--- src/rtl/cacheline_xfer_pkg.sv ---
// Shared types for the cache line transfer engine.
package cacheline_xfer_pkg;

    typedef enum logic [2:0] {
        IDLE,
        FILL,
        EV_PRIME,
        EV_STREAM,
        DONE
    } xfer_state_t;

endpackage

--- src/rtl/cacheline_xfer_if.sv ---
// Command, fill-beat and evict-beat handshakes between the cache bus path and the engine.
interface cacheline_xfer_if #(
    parameter int WIDTH = 128,
    parameter int LW    = 4
);
    logic             cmd_valid;
    logic             cmd_ready;
    logic             cmd_write;
    logic [LW-1:0]    cmd_line;
    logic             fill_valid;
    logic             fill_ready;
    logic [WIDTH-1:0] fill_data;
    logic             ev_valid;
    logic             ev_ready;
    logic [WIDTH-1:0] ev_data;
    logic             ev_last;
    logic             done;

    modport master (
        output cmd_valid, cmd_write, cmd_line, fill_valid, fill_data, ev_ready,
        input  cmd_ready, fill_ready, ev_valid, ev_data, ev_last, done
    );

    modport slave (
        input  cmd_valid, cmd_write, cmd_line, fill_valid, fill_data, ev_ready,
        output cmd_ready, fill_ready, ev_valid, ev_data, ev_last, done
    );
endinterface

--- src/rtl/flopenr.sv ---
// Enabled flop with synchronous active-high reset.
module flopenr #(
    parameter int WIDTH = 8
) (
    input  logic             clk,
    input  logic             reset,
    input  logic             en,
    input  logic [WIDTH-1:0] d,
    output logic [WIDTH-1:0] q
);
    always_ff @(posedge clk) begin
        if (reset)   q <= '0;
        else if (en) q <= d;
    end
endmodule

--- src/rtl/cacheline_xfer.sv ---
// Fills a whole cache line into the data SRAM from a beat stream, or evicts one out onto a beat stream.
module cacheline_xfer
    import cacheline_xfer_pkg::*;
#(
    parameter  int DEPTH     = 64,
    parameter  int WIDTH     = 128,
    parameter  int LINEWORDS = 4,
    localparam int AW        = $clog2(DEPTH),
    localparam int OW        = $clog2(LINEWORDS),
    localparam int LW        = AW - OW,
    localparam int BW        = (WIDTH-1)/8+1
) (
    input  logic               clk,
    input  logic               reset,
    cacheline_xfer_if.slave    bus,
    output logic               ram_ce,
    output logic               ram_we,
    output logic [AW-1:0]      ram_addr,
    output logic [WIDTH-1:0]   ram_din,
    output logic [BW-1:0]      ram_bwe,
    input  logic [WIDTH-1:0]   ram_dout
);
    localparam logic [OW-1:0] LAST = OW'(LINEWORDS-1);

    xfer_state_t   state, state_nxt;
    logic [LW-1:0] line;
    logic [OW-1:0] k, k_inc, k_nxt;
    logic          k_en, accept, fill_hs, ev_hs, last;

    assign last    = (k == LAST);
    assign accept  = (state == IDLE) && bus.cmd_valid;
    assign fill_hs = (state == FILL) && bus.fill_valid;
    assign ev_hs   = (state == EV_STREAM) && bus.ev_ready;
    assign k_inc   = k + 1'b1;
    assign k_nxt   = accept ? '0 : k_inc;
    // The final handshake leaves k parked at LAST rather than wrapping.
    assign k_en    = accept | ((fill_hs | ev_hs) & ~last);

    flopenr #(.WIDTH(OW)) u_k    (.clk(clk), .reset(reset), .en(k_en),   .d(k_nxt),        .q(k));
    flopenr #(.WIDTH(LW)) u_line (.clk(clk), .reset(reset), .en(accept), .d(bus.cmd_line), .q(line));

    always_ff @(posedge clk) begin
        if (reset) state <= IDLE;
        else       state <= state_nxt;
    end

    always_comb begin
        state_nxt = state;
        unique case (state)
            IDLE:      if (bus.cmd_valid) state_nxt = bus.cmd_write ? FILL : EV_PRIME;
            FILL:      if (fill_hs && last) state_nxt = DONE;
            EV_PRIME:  state_nxt = EV_STREAM;
            EV_STREAM: if (ev_hs && last) state_nxt = DONE;
            DONE:      state_nxt = IDLE;
            default:   state_nxt = IDLE;
        endcase
    end

    // Evict data is straight from the SRAM; a stall drops ram_ce so the read stays put.
    assign bus.ev_data = ram_dout;

    always_comb begin
        bus.cmd_ready  = 1'b0;
        bus.fill_ready = 1'b0;
        bus.ev_valid   = 1'b0;
        bus.ev_last    = 1'b0;
        bus.done       = 1'b0;
        ram_ce         = 1'b0;
        ram_we         = 1'b0;
        ram_addr       = {line, k};
        ram_din        = bus.fill_data;
        ram_bwe        = '0;
        unique case (state)
            IDLE: bus.cmd_ready = 1'b1;
            FILL: begin
                bus.fill_ready = 1'b1;
                if (bus.fill_valid) begin
                    ram_ce  = 1'b1;
                    ram_we  = 1'b1;
                    ram_bwe = '1;
                end
            end
            EV_PRIME: begin
                ram_ce   = 1'b1;
                ram_addr = {line, {OW{1'b0}}};
            end
            EV_STREAM: begin
                bus.ev_valid = 1'b1;
                bus.ev_last  = last;
                if (bus.ev_ready && !last) begin
                    ram_ce   = 1'b1;
                    ram_addr = {line, k_inc};
                end
            end
            DONE:    bus.done = 1'b1;
            default: ;
        endcase
    end
endmodule

--- src/flat_wrapper.sv ---
// flat-port wrapper written by rule: the top's interface ports become plain ports
module cacheline_xfer_flat import cacheline_xfer_pkg::*;
#(
    parameter  int DEPTH     = 64,
    parameter  int WIDTH     = 128,
    parameter  int LINEWORDS = 4,
    localparam int AW        = $clog2(DEPTH),
    localparam int OW        = $clog2(LINEWORDS),
    localparam int LW        = AW - OW,
    localparam int BW        = (WIDTH-1)/8+1
)
  (clk, reset, ram_ce, ram_we, ram_addr, ram_din, ram_bwe, ram_dout, bus_cmd_valid, bus_cmd_write, bus_cmd_line, bus_fill_valid, bus_fill_data, bus_ev_ready, bus_cmd_ready, bus_fill_ready, bus_ev_valid, bus_ev_data, bus_ev_last, bus_done);
  cacheline_xfer_if #(.WIDTH(WIDTH), .LW(LW)) bus_i ();
  input  logic clk;
  input  logic reset;
  output logic ram_ce;
  output logic ram_we;
  output logic [AW-1:0] ram_addr;
  output logic [WIDTH-1:0] ram_din;
  output logic [BW-1:0] ram_bwe;
  input  logic [WIDTH-1:0] ram_dout;
  input wire logic [$bits(bus_i.cmd_valid)-1:0] bus_cmd_valid;
  input wire logic [$bits(bus_i.cmd_write)-1:0] bus_cmd_write;
  input wire logic [$bits(bus_i.cmd_line)-1:0] bus_cmd_line;
  input wire logic [$bits(bus_i.fill_valid)-1:0] bus_fill_valid;
  input wire logic [$bits(bus_i.fill_data)-1:0] bus_fill_data;
  input wire logic [$bits(bus_i.ev_ready)-1:0] bus_ev_ready;
  output wire logic [$bits(bus_i.cmd_ready)-1:0] bus_cmd_ready;
  output wire logic [$bits(bus_i.fill_ready)-1:0] bus_fill_ready;
  output wire logic [$bits(bus_i.ev_valid)-1:0] bus_ev_valid;
  output wire logic [$bits(bus_i.ev_data)-1:0] bus_ev_data;
  output wire logic [$bits(bus_i.ev_last)-1:0] bus_ev_last;
  output wire logic [$bits(bus_i.done)-1:0] bus_done;
  assign bus_i.cmd_valid = bus_cmd_valid;
  assign bus_i.cmd_write = bus_cmd_write;
  assign bus_i.cmd_line = bus_cmd_line;
  assign bus_i.fill_valid = bus_fill_valid;
  assign bus_i.fill_data = bus_fill_data;
  assign bus_i.ev_ready = bus_ev_ready;
  assign bus_cmd_ready = bus_i.cmd_ready;
  assign bus_fill_ready = bus_i.fill_ready;
  assign bus_ev_valid = bus_i.ev_valid;
  assign bus_ev_data = bus_i.ev_data;
  assign bus_ev_last = bus_i.ev_last;
  assign bus_done = bus_i.done;
  cacheline_xfer #(.DEPTH(DEPTH), .WIDTH(WIDTH), .LINEWORDS(LINEWORDS)) u_core (.clk(clk), .reset(reset), .bus(bus_i), .ram_ce(ram_ce), .ram_we(ram_we), .ram_addr(ram_addr), .ram_din(ram_din), .ram_bwe(ram_bwe), .ram_dout(ram_dout));
endmodule
--- config.mk ---
export PLATFORM = sky130hd
export DESIGN_NAME = cacheline_xfer_flat
export DESIGN_NICKNAME = d
export VERILOG_FILES = /design/src/rtl/cacheline_xfer_pkg.sv /design/src/rtl/cacheline_xfer_if.sv /design/src/rtl/flopenr.sv /design/src/rtl/cacheline_xfer.sv /design/src/flat_wrapper.sv
export SDC_FILE = /design/constraint.sdc
export NUM_CORES = 1
export LEC_CHECK = 0
export ABC_AREA = 1
export CAP_MARGIN = 5
export CORE_AREA = 2 2 212 214
export CTS_BUF_LIST = sky130_fd_sc_hd__clkbuf_4 sky130_fd_sc_hd__clkbuf_8 sky130_fd_sc_hd__clkbuf_16
export CTS_CLUSTER_SIZE = 25
export DETAILED_ROUTE_END_ITERATION = 10
export DIE_AREA = 0 0 214 216
export PLACE_DENSITY = 0.4
export SYNTH_ARGS = -nofsm -noshare
export SYNTH_HDL_FRONTEND = slang
export SYNTH_SLANG_ARGS = --single-unit
--- constraint.sdc ---
create_clock -name clk -period 1.78 [get_ports clk]
set_clock_uncertainty 0.05 [all_clocks]
set_input_delay 0.356 -clock clk [delete_from_list [all_inputs] [get_ports clk]]
set_output_delay 0.356 -clock clk [all_outputs]
set_load 0.03 [all_outputs]
* Word level (Yosys, flattened, before mapping)
Cells that the tools add are included.
** Storage, ports and cells
- Flip-flop bits (word level) :: 9
- Input port bits :: 266
- Output and inout bits :: 285
- Word-level logic and storage cells :: 44
** Operators by class
- Add/sub/neg operators :: 1
- Eq/ne operators :: 8
- Muxes and demuxes :: 19
- Bitwise operators :: 4
- Reduce and logical (&&, ||, !) cells :: 9
** Operators with widths (count)
- two-way mux 16 bit :: 2
- case mux 3 bit (4 select lines) :: 1
- two-way mux 3 bit :: 3
- two-way mux 1 bit :: 8
- equality test 3 x 2 -> 1 bit, second input constant :: 2
- logical AND 1 bit :: 6
- two-way mux 2 bit :: 3
- inequality test 2 bit, second input constant :: 3
- case mux 2 bit (2 select lines) :: 1
- equality test 3 x 1 -> 1 bit, second input constant :: 1
- equality test 3 bit, second input constant :: 1
- zero test 3 bit :: 1
- case mux 1 bit (3 select lines) :: 1
- AND reduction 3 bit :: 1
- adder 2 x 1 -> 2 bit, second input constant :: 1
- equality test 2 bit, second input constant :: 1
- OR 1 bit :: 2
- bitwise AND 1 bit :: 1
- zero test 1 bit :: 1
- NOT 1 bit :: 1

* Logic depth before layout (Yosys ltp)
- Depth in word-level cells :: 5
- Mapped depth :: 9
- Depth with buffers taken out :: 9

* Cells and area by module
Synthesis repeated with hierarchy kept, for this count alone.
** Unflattened totals
- Cells, all modules :: 371
- Area total of the unflattened synthesis :: 2658.8 µm²
** Modules (own cells, without submodules)
- cacheline_xfer :: times used 1, cells each 332, area an instance 2404.8 µm², sequential area each 60.1 µm²
- flopenr (u_core.u_line) :: times used 1, cells each 26, area an instance 172.7 µm², sequential area each 80.1 µm²
- flopenr (u_core.u_k) :: times used 1, cells each 13, area an instance 81.3 µm², sequential area each 40.0 µm²

* Worst setup path before layout
Ideal clock, no wire load.
- Kind :: flip-flop to output port
- Start :: register u_core.state[2]
- End :: output port ram_bwe[0]
- Data arrival time :: 1.800 ns
- Data required time :: 1.374 ns
- Slack :: -0.426 ns
- Stages on the path, launching flop included :: 5
- Buffers on the path :: 1
- Path through :: dfxtp_1 inv_2 nand3_1 nor2_1 buf_4
** On the way
- Word-level cells in the longest chain between the ends :: 2
** RTL lines
- start: declaration :: line cacheline_xfer.sv:25 : xfer_state_t state, state_nxt;
- start signal: assignment :: line cacheline_xfer.sv:44 : else state <= state_nxt;
- equality test 3 x 1 -> 1 bit :: line cacheline_xfer.sv:73 : unique case (state)
- two-way mux 16 bit :: line cacheline_xfer.sv:73
- end: declaration :: line flat_wrapper.sv:20 : output logic [BW-1:0] ram_bwe;
No other way between the ends.

* Worst setup path in the final report
- Start :: register u_core.state[1]
- End :: output port ram_bwe[8]
Same word-level chain as after synthesis.

==> out/qor.yml <==
setup_path:
  reg2reg_from: "u_core.u_k.q[0]$_SDFFE_PP0P_"
  crit_path_start: "u_core.state[1]$_SDFFE_PP0P_"
  crit_type: "reg -> out"
  worstPathRequired_ns: 1.37
  worst-endpoint-arrival_ns: 1.32
  cpPeakStageDelay_ns: 0.37
  slowest_stage: "dfxtp_4"
  critical_path.cell_chain: "inv_2, nand3_2, nor2_4, clkbuf_16, buf_6"
  start_kind: "flip-flop"
  end_kind: "output port"
  critPathMaxFanout: 8
clock_network:
  cts_tree: "built"
  htree_levels: 1
  root_buffer: "clkbuf_16"
  path_clk_slew_ns: 0.04
  clock_latency_ns: 0.25
  cts_made_buffers: 3
  clock_path_buffers: 2
  cts.sinks: 9
grt:
  grt_pass1_wl_mm: 14.68
  grt_max_degree: 18
  overflow: 0
  grtUsageTotal_pct: 5.019
  antenna_found_initial: 0
  grt_pass1_vias: 1286
die:
  die_h_um: 216
  die_w_um: 214
  io_pins: 551
  start_util_pct: 5.840
  rows: 77
  dieArea_um2: 46220
  core-area_um2: 43840
timing:
  worst_slack_ns: 0.05445
  tightest_slew_ns: 0.3846
  rsz0062_at_grt: "true"
  max_freq_ghz: 0.5795
  slew-limit-headroom_pct: 74.22
  finalSetupTns_ns: 0
  min_period_over_period_pct: 96.94
  finalSetupViolCount: 0
  finalHoldViolations: 0
  period_minus_slack_ns: 1.726
  slew_viol_final: 0
cells_and_area:
  multiInputGateArea_um2: 340.3
  seqCellArea_um2: 192.7
  num-nets-final: 407
  n_fill_cell: 5215
  final_cell_area_um2: 1951
  area_delta_synth_final_pct: -23.80
  layout-drive-gt1-share_pct: 48.92
flow_run:
  drv_cap: 0
pwr:
  powerDensity_nw_per_um2: 1203
  peakVddDrop_mv: 0.3669
  combinationalPowerShare_pct: 64.6
  leakagePower_uw: 0.0006044
  switching_power_uw: 1091
  intPower_uw: 1255
  netSwitchingFraction_pct: 46.51
  pwr-share-seq_pct: 16.4
  pwr-share-clk_pct: 19.0
worst_hold_path:
  hp-start: "u_core.u_line.q[1]$_SDFFE_PP0P_"
  worstHoldPathType: "reg -> reg"
logic_synthesis:
  syn-cell-area_um2: 2560
  syn_inst: 353
  yosys.area.top_type_share_pct: 79.77
  synth_area_leaders: "buf_4, dfxtp_1, nand2_1"
  ys_ff_latch: 9
  seq_area_frac_synth_pct: 7.038
  synth.largest_area_cell: "buf_4"
  ys.warnings.count: 0
  syn_avg_cell_area_um2: 7.252
  synth_cell_types: 17
  synth.net_count: 620
routing:
  finalWirelength_mm: 12.31
  postRouteAntennaNets: 0
  drc: 0
  vias_per_cell: 1.670
  routedWlPerCell_um: 16.79
  vias: 1224
  dr.pass1.iters: 4
  drt_iter0_markers: 30
placement:
  dp_worst_setup_slack_ns: -0.1086
  post_dp_cell_area_um2: 1724
  dp_hpwl_mm: 10.98
  gp_congestion: 0.6744
  port_buffers: 38
outcome:
  outcome: "completed"
-- registers in the layout, summed over array words and instances, names as in the netlist --
name / flops
u_core.u_k.q: 2
u_core.u_line.q: 4
u_core.state: 3
-- final timing paths --
path | end | slack, ns | cells after the start
max | ram_bwe[8] | 0.05 | 5
min | u_core.u_line.q[1]$_SDFFE_PP0P_ | 0.42 | 2
min reg2reg | u_core.u_line.q[1]$_SDFFE_PP0P_ | 0.42 | 2
max reg2reg | u_core.u_k.q[1]$_SDFFE_PP0P_ | 0.32 | 11
-- power by group through the flow --
stage / registers [uW] / clock network [uW] / logic, uW
2_1_floorplan: 368 / 0 / 1920
4_1_cts: 368 / 471 / 1440
3_5_place_dp: 355 / 0 / 1420
3_3_place_gp: 354 / 0 / 1410
5_1_grt: 399 / 481 / 1660
6_report: 385 / 445 / 1520
-- routing by layer --
metal | part of all wire (%) | global-route usage [%]
met1 | 19 | 2.647
met2 | 43 | 7.273
met3 | 32 | 7.766
met4 | 6.3 | 3.077
met5 | 0.28 | 0.7292
-- repair_timing --
item                       in CTS  in global routing
hold buffers                    0                  0
pin swaps                       2                  5
setup endpoints to repair      20                 21
gates resized for setup        11                 16
setup buffers                   1                  4
cloned                          0                  1
-- through the flow --
| stage | hold WS (ns) | instances | total power [uW] | utilization, % |
|---|---|---|---|---|
| after floorplan | 0.3751 | 353 | 2284 | - |
| after global placement | 0.4117 | 721 | 1769 | 3.933 |
| after detailed placement | 0.4127 | 721 | 1774 | 3.933 |
| after CTS | 0.4249 | 726 | 2279 | 4.190 |
| after global routing | 0.4721 | 731 | 2536 | 4.438 |
| final | 0.4239 | 733 | 2346 | 4.450 |
-- placed cells by master, fill, tap and decap left out, types with 6 or more instances in the layout --
master / netlist / routed
clkdlybuf4s50_1: 0 / 7
a21oi_1: 6 / 6
nand2_1: 22 / 21
buf_12: 0 / 6
buf_4: 272 / 30
nand3_1: 10 / 9
buf_6: 0 / 8
nor2_1: 11 / 9
-- final cells by class --
type,instances,share of cell area (%)
clock buffers,4,4.233
inverters,10,1.924
multi-input cells,62,17.45
repair buffers,54,28.29
diodes,2,0.2566
flip-flops and latches,9,9.878
well taps,592,37.97
-- cell families (layout without fill, tap and decap cells) --
logic type,after synthesis,in the layout,share of synthesized area [%]
buffers and inverters,282,68,81.23
AND/OR/NAND/NOR,52,52,9.384
AO/OA/AOI/OAI,9,9,1.857
flip-flops,9,9,7.038
adder cells (fa/ha/maj),1,1,0.4887
other,0,2,0
-- cells in the mapped netlist, drive strengths merged --
cell	count
nand3b	1
o211ai	1
a21oi	6
nor2	12
buf	272
nand2	24
nand3	11
ha	1
o21ai	2
inv	10
nor3	4
dfxtp	9
-- critical path: cells and delay by family, from the launching register on --
kind,cells,cell delay (ns)
buffers and inverters,3,0.40
DFF,1,0.37
and+or+nand+nor,2,0.31
No activity file was read; power rests on OpenSTA's default activity.
